`config.mk`:
```
export PLATFORM = sky130hd
export DESIGN_NAME = mc_controller
export DESIGN_NICKNAME = d
export VERILOG_FILES = /design/src/rtl/mc_controller.sv
export SDC_FILE = /design/constraint.sdc
export NUM_CORES = 1
export LEC_CHECK = 0
export ABC_CLOCK_PERIOD_IN_PS = 1500
export BUFFER_PORTS_ARGS = -buffer_cell sky130_fd_sc_hd__buf_2
export CAP_MARGIN = 0
export CORE_AREA = 8 8 45 47
export CTS_CLUSTER_SIZE = 10
export DETAILED_ROUTE_END_ITERATION = 10
export DIE_AREA = 0 0 53 55
export HOLD_SLACK_MARGIN = 0.05
export MAX_ROUTING_LAYER = met4
export PLACE_DENSITY = 0.8
export SETUP_SLACK_MARGIN = 0.4
export SLEW_MARGIN = 20
export SYNTH_ARGS = -nofsm -noshare
export SYNTH_HDL_FRONTEND = slang
export SYNTH_SLANG_ARGS = --single-unit
```
`constraint.sdc`:
```
create_clock -name clk -period 1.5 [get_ports clk]
set_input_delay 0.075 -clock clk [delete_from_list [all_inputs] [get_ports clk]]
set_output_delay 0.075 -clock clk [all_outputs]
set_load 0.01 [all_outputs]
```
`src/rtl/mc_controller.sv`:
```
// mc_controller: multicycle Moore control unit for an RV32I core.
// Steps each instruction through fetch/decode/execute/memory/writeback and
// drives every select and enable of the shared datapath.
// Optional build macro MC_BNE_EN: adds bne support in the branch state
// (taken = funct3[0] ? ~zero : zero). When undefined, only beq is accepted
// and any other branch funct3 is skipped as an illegal instruction.
module mc_controller (
    input  logic       clk,
    input  logic       reset,
    input  logic [6:0] op,
    input  logic [2:0] funct3,
    input  logic       funct7b5,
    input  logic       zero,
    output logic [1:0] immsrc,
    output logic [1:0] alusrca,
    output logic [1:0] alusrcb,
    output logic [1:0] resultsrc,
    output logic       adrsrc,
    output logic [2:0] alucontrol,
    output logic       irwrite,
    output logic       pcwrite,
    output logic       regwrite,
    output logic       memwrite
);

    localparam logic [3:0] S_FETCH    = 4'd0;
    localparam logic [3:0] S_DECODE   = 4'd1;
    localparam logic [3:0] S_MEMADR   = 4'd2;
    localparam logic [3:0] S_MEMREAD  = 4'd3;
    localparam logic [3:0] S_MEMWB    = 4'd4;
    localparam logic [3:0] S_MEMWRITE = 4'd5;
    localparam logic [3:0] S_EXECUTER = 4'd6;
    localparam logic [3:0] S_EXECUTEI = 4'd7;
    localparam logic [3:0] S_ALUWB    = 4'd8;
    localparam logic [3:0] S_JAL      = 4'd9;
    localparam logic [3:0] S_BEQ      = 4'd10;

    localparam logic [6:0] OP_LOAD   = 7'b0000011;
    localparam logic [6:0] OP_STORE  = 7'b0100011;
    localparam logic [6:0] OP_RTYPE  = 7'b0110011;
    localparam logic [6:0] OP_ITYPE  = 7'b0010011;
    localparam logic [6:0] OP_JAL    = 7'b1101111;
    localparam logic [6:0] OP_BRANCH = 7'b1100011;

    logic [3:0] state_q;
    logic [3:0] state_d;
    logic [1:0] aluop;
    logic       pcupdate;
    logic       branch;
    logic       taken;

    // State register; reset forces FETCH without waiting for a clock edge
    always_ff @(posedge clk or posedge reset) begin
        if (reset) begin
            state_q <= S_FETCH;
        end else begin
            state_q <= state_d;
        end
    end

    // Next-state logic; unknown opcodes fall back to FETCH from DECODE
    always_comb begin
        state_d = S_FETCH;
        case (state_q)
            S_FETCH:  state_d = S_DECODE;
            S_DECODE: begin
                case (op)
                    OP_LOAD, OP_STORE: state_d = S_MEMADR;
                    OP_RTYPE:          state_d = S_EXECUTER;
                    OP_ITYPE:          state_d = S_EXECUTEI;
                    OP_JAL:            state_d = S_JAL;
`ifdef MC_BNE_EN
                    OP_BRANCH:         state_d = S_BEQ;
`else
                    OP_BRANCH:         state_d = (funct3 == 3'b000) ? S_BEQ : S_FETCH;
`endif
                    default:           state_d = S_FETCH;
                endcase
            end
            S_MEMADR:   state_d = op[5] ? S_MEMWRITE : S_MEMREAD;
            S_MEMREAD:  state_d = S_MEMWB;
            S_MEMWB:    state_d = S_FETCH;
            S_MEMWRITE: state_d = S_FETCH;
            S_EXECUTER: state_d = S_ALUWB;
            S_EXECUTEI: state_d = S_ALUWB;
            S_JAL:      state_d = S_ALUWB;
            S_ALUWB:    state_d = S_FETCH;
            S_BEQ:      state_d = S_FETCH;
            default:    state_d = S_FETCH;
        endcase
    end

    // Moore outputs: each state drives its own selects, everything else 0
    always_comb begin
        adrsrc    = 1'b0;
        irwrite   = 1'b0;
        alusrca   = 2'b00;
        alusrcb   = 2'b00;
        aluop     = 2'b00;
        resultsrc = 2'b00;
        pcupdate  = 1'b0;
        branch    = 1'b0;
        regwrite  = 1'b0;
        memwrite  = 1'b0;
        case (state_q)
            S_FETCH: begin
                irwrite   = 1'b1;
                alusrcb   = 2'b10;
                resultsrc = 2'b10;
                pcupdate  = 1'b1;
            end
            S_DECODE: begin
                alusrca = 2'b01;
                alusrcb = 2'b01;
            end
            S_MEMADR: begin
                alusrca = 2'b10;
                alusrcb = 2'b01;
            end
            S_MEMREAD: begin
                adrsrc = 1'b1;
            end
            S_MEMWB: begin
                resultsrc = 2'b01;
                regwrite  = 1'b1;
            end
            S_MEMWRITE: begin
                adrsrc   = 1'b1;
                memwrite = 1'b1;
            end
            S_EXECUTER: begin
                alusrca = 2'b10;
                aluop   = 2'b10;
            end
            S_EXECUTEI: begin
                alusrca = 2'b10;
                alusrcb = 2'b01;
                aluop   = 2'b10;
            end
            S_ALUWB: begin
                regwrite = 1'b1;
            end
            S_JAL: begin
                alusrca  = 2'b01;
                alusrcb  = 2'b10;
                pcupdate = 1'b1;
            end
            S_BEQ: begin
                alusrca = 2'b10;
                aluop   = 2'b01;
                branch  = 1'b1;
            end
            default: begin
                irwrite = 1'b0;
            end
        endcase
    end

    // Immediate format follows the opcode in every state
    always_comb begin
        case (op)
            OP_STORE:  immsrc = 2'b01;
            OP_BRANCH: immsrc = 2'b10;
            OP_JAL:    immsrc = 2'b11;
            default:   immsrc = 2'b00;
        endcase
    end

    // ALU decoder; only R-type with funct7b5 set turns funct3=000 into sub
    always_comb begin
        alucontrol = 3'b000;
        case (aluop)
            2'b00: alucontrol = 3'b000;
            2'b01: alucontrol = 3'b001;
            2'b10: begin
                case (funct3)
                    3'b000:  alucontrol = (op[5] & funct7b5) ? 3'b001 : 3'b000;
                    3'b010:  alucontrol = 3'b101;
                    3'b110:  alucontrol = 3'b011;
                    3'b111:  alucontrol = 3'b010;
                    default: alucontrol = 3'b000;
                endcase
            end
            default: alucontrol = 3'b000;
        endcase
    end

    // PC write: unconditional updates, or a branch whose condition holds
    always_comb begin
`ifdef MC_BNE_EN
        taken = funct3[0] ? ~zero : zero;
`else
        taken = zero;
`endif
        pcwrite = pcupdate | (branch & taken);
    end

endmodule

```
==> flow_metrics.py <==
metrics = {
    "clock_network": {
        "cts_tree": "done",
        "clk_pin_slew_ns": 0.04,
        "clockBufferDepth": 2,
        "clock-root-buffer": "clkbuf_4",
        "cts_buffers": 3,
        "clkSinkCount": 4,
        "clock_latency_ns": 0.24,
        "htree_num_levels": 1,
    },
    "global_route": {
        "grt_pass1_vias": 598,
        "grt_pass1_wl_mm": 2.49,
        "grt_max_degree": 12,
        "overflow": 0,
        "antenna_found_initial": 0,
        "gr-usage-all-layers": 0.112,
    },
    "timing": {
        "drv_slew": 0,
        "grt_setup_unrepaired": "true",
        "period_share": 1.16,
        "worst_pin_slew_ns": 0.263,
        "setup_viol": 8,
        "fin_ws_ns": -0.235,
        "fin_skew_ns": 0.00536,
        "hold_viol": 0,
        "maxSlewHeadroom": 0.824,
        "period_minus_slack_ns": 1.73,
        "fmax_mhz": 576,
    },
    "critical_path": {
        "path_cells": "inv_2 > nand2_4 > nor3b_4 > ha_4 > nor3b_2 > buf_2",
        "start_kind": "flip-flop",
        "slowest_stage": "dfrtp_1",
        "crit_fanout": 3,
        "cp_num_buf_inv": 2,
        "path_delay_family": "simple AND/OR/NAND/NOR gates",
        "critPathLaunch": "state_q[2]$_DFF_PP0_",
        "cpPeakStageDelay_ns": 0.40,
        "worst-setup-path-type": "flip-flop to primary output",
        "worstPathArrival_ns": 1.66,
        "critPathCaptureType": "primary output",
        "cp_data_required_time_ns": 1.42,
        "r2r_start": "state_q[2]$_DFF_PP0_",
    },
    "synth": {
        "syn-cell-area_um2": 528,
        "synth-seq-area-share": 0.190,
        "avgSynthCellArea_um2": 7.33,
        "synthArstFlopShare": 1.00,
        "synth_most_common_cell": "nand2_1",
        "synth_top_area_frac": 0.190,
        "yosysTopAreaCell": "dfrtp_1",
        "synth_edf_count": 0,
        "syn_nets": 88,
        "synth.distinct_cells": 32,
        "yosys_warnings": 0,
        "ys_ff_latch": 4,
        "yosys_most_used_dff": "dfrtp_1",
        "synthCells": 72,
        "synthTopCellsByArea": "dfrtp_1 19%, nand2_1 5.0%, ha_1 4.7%, nand2b_1 4.7%, nor3_1 4.7%",
        "synthTopCellsByCount": "7 x nand2_1, 6 x inv_1, 5 x nor2_1, 5 x nor3_1",
    },
    "cells_and_area": {
        "largest_register": "state_q",
        "nets": 132,
        "diodes": 0,
        "drive_gt1_frac": 0.693,
        "largestRegisters": "state_q x4",
        "area_delta_synth_final_pct": 101,
        "largest_reg_flops": 4,
    },
    "drt": {
        "drt_iter0_drc": 8,
        "finalWirelength_mm": 2.19,
        "drtPass1Iterations": 4,
        "via_per_inst": 5.49,
        "drc_errors": 0,
        "vias": 714,
        "postRouteAntennaNets": 0,
        "wl_per_cell_um": 16.9,
    },
    "placement": {
        "gp_congestion": 0.835,
        "numPortBuffers": 29,
        "place_ws_ns": 0.0412,
        "dp.final_hpwl_mm": 1.26,
    },
    "power": {
        "power.internal_mw": 0.452,
        "switchingPower_mw": 0.292,
        "power_switching_share": 0.393,
        "p_per_area_nw_per_um2": 703,
        "combPwrFrac": 0.636,
        "irDropWorstVdd_mv": 0.699,
        "leakage_nw": 0.465,
        "power.clock.fraction": 0.184,
        "fin_total_pwr_mw": 0.745,
        "power_frac_seq": 0.180,
    },
    "die": {
        "die_area_um2": 2920,
        "start_util": 0.382,
        "die_h_um": 55,
        "rows": 14,
        "dieWidth_um": 53,
        "pin_count": 30,
        "core_region_area_um2": 1380,
    },
    "hold_path": {
        "min-delay-start": "op[1]",
        "hold_path_class": "input pin to flip-flop",
    },
    "job": {
        "max-cap-violations": 0,
    },
    "outcome": {
        "status": "complete, but fails checks",
        "failed_checks": "setup timing",
    },
}
## cell type report
| type | instances | area (µm²) |
|---|---|---|
| fillers | 95 | 324 |
| clock buffers | 3 | 22.5 |
| flip-flops and latches | 4 | 104 |
| multi-input cells | 56 | 558 |
| repair buffers | 45 | 333 |
| inverters | 6 | 22.5 |
| well taps | 16 | 20.0 |
## per-layer routing
layer  routed length [µm]  GRT usage  vias to the layer above
li1                     -          -                      341
met1                  818      0.123                      350
met2                 1300      0.201                       21
met3                   56     0.0160                        2
met4                   17     0.0388                        0
met5                    0          -                        -
## kinds of logic (layout without fill, tap and decap cells)
group | count (synthesis) | after routing | synth area share
DFF | 4 | 4 | 0.190
AOI/OAI and AO/OA | 17 | 17 | 0.227
buffers and inverters | 12 | 54 | 0.121
and+or+nand+nor | 33 | 33 | 0.344
adders and majority gates | 2 | 2 | 0.0474
xor gates and xnor gates | 3 | 3 | 0.0498
muxes | 1 | 1 | 0.0213
## worst register-to-register path: stages (launching register included)
cell	delay, ns
dfrtp_1	0.40
buf_6	0.15
buf_6	0.12
buf_12	0.14
nor4_4	0.23
o21ai_2	0.12
o221ai_1	0.23
## power groups by stage
stage,clock network (mW),registers [mW],logic [mW]
after floorplan,0,0.129,0.198
after global placement,0,0.136,0.278
after detailed placement,0,0.137,0.285
after CTS,0.139,0.132,0.344
after global routing,0.151,0.136,0.506
final,0.137,0.134,0.474
## repair_timing
action / in CTS / in global routing
hold endpoints to repair: 4 / 0
pin swaps: 6 / 9
endpoints found under the setup margin: 18 / 18
setup buffers: 3 / 6
resized for setup: 12 / 35
hold buffers: 1 / 0
cloned: 0 / 0
## through the flow
step                area (µm²)  cells   util  hold slack, ns  setup TNS (ns)
global route              1060    130  0.766           0.143           -1.42
CTS                        832    124  0.601           0.137          -0.569
global placement           736    117  0.532         -0.0446               0
floorplan                  577     72      -          -0.159               0
detailed placement         736    117  0.532         -0.0415               0
finish                    1060    130  0.766           0.145          -0.756
## placed cells by master, fill, tap and decap left out, drive strengths merged, types with 2 or more instances in the layout
cell type,synthesis,routed
a21oi,4,4
xnor2,2,2
nor2,5,5
nand3b,2,2
nand2,7,7
o21ai,3,3
nand2b,4,4
nor3,5,5
dfrtp,4,4
ha,2,2
clkbuf,0,3
o21bai,2,2
nor4,2,2
inv,6,6
buf,6,44
nor3b,4,4
a211oi,3,3
## path summary, 6_finish.rpt
kind	to	slack (ns)	cells after the start
min in group asynchronous	state_q[2]$_DFF_PP0_	0.25	3
min reg2reg	state_q[1]$_DFF_PP0_	0.60	2
min	state_q[2]$_DFF_PP0_	0.14	3
max	alucontrol[1]	-0.23	6
max in group asynchronous	state_q[0]$_DFF_PP0_	1.08	3
max reg2reg	state_q[3]$_DFF_PP0_	0	6
Note: power is estimated with default switching activity, not from simulation.
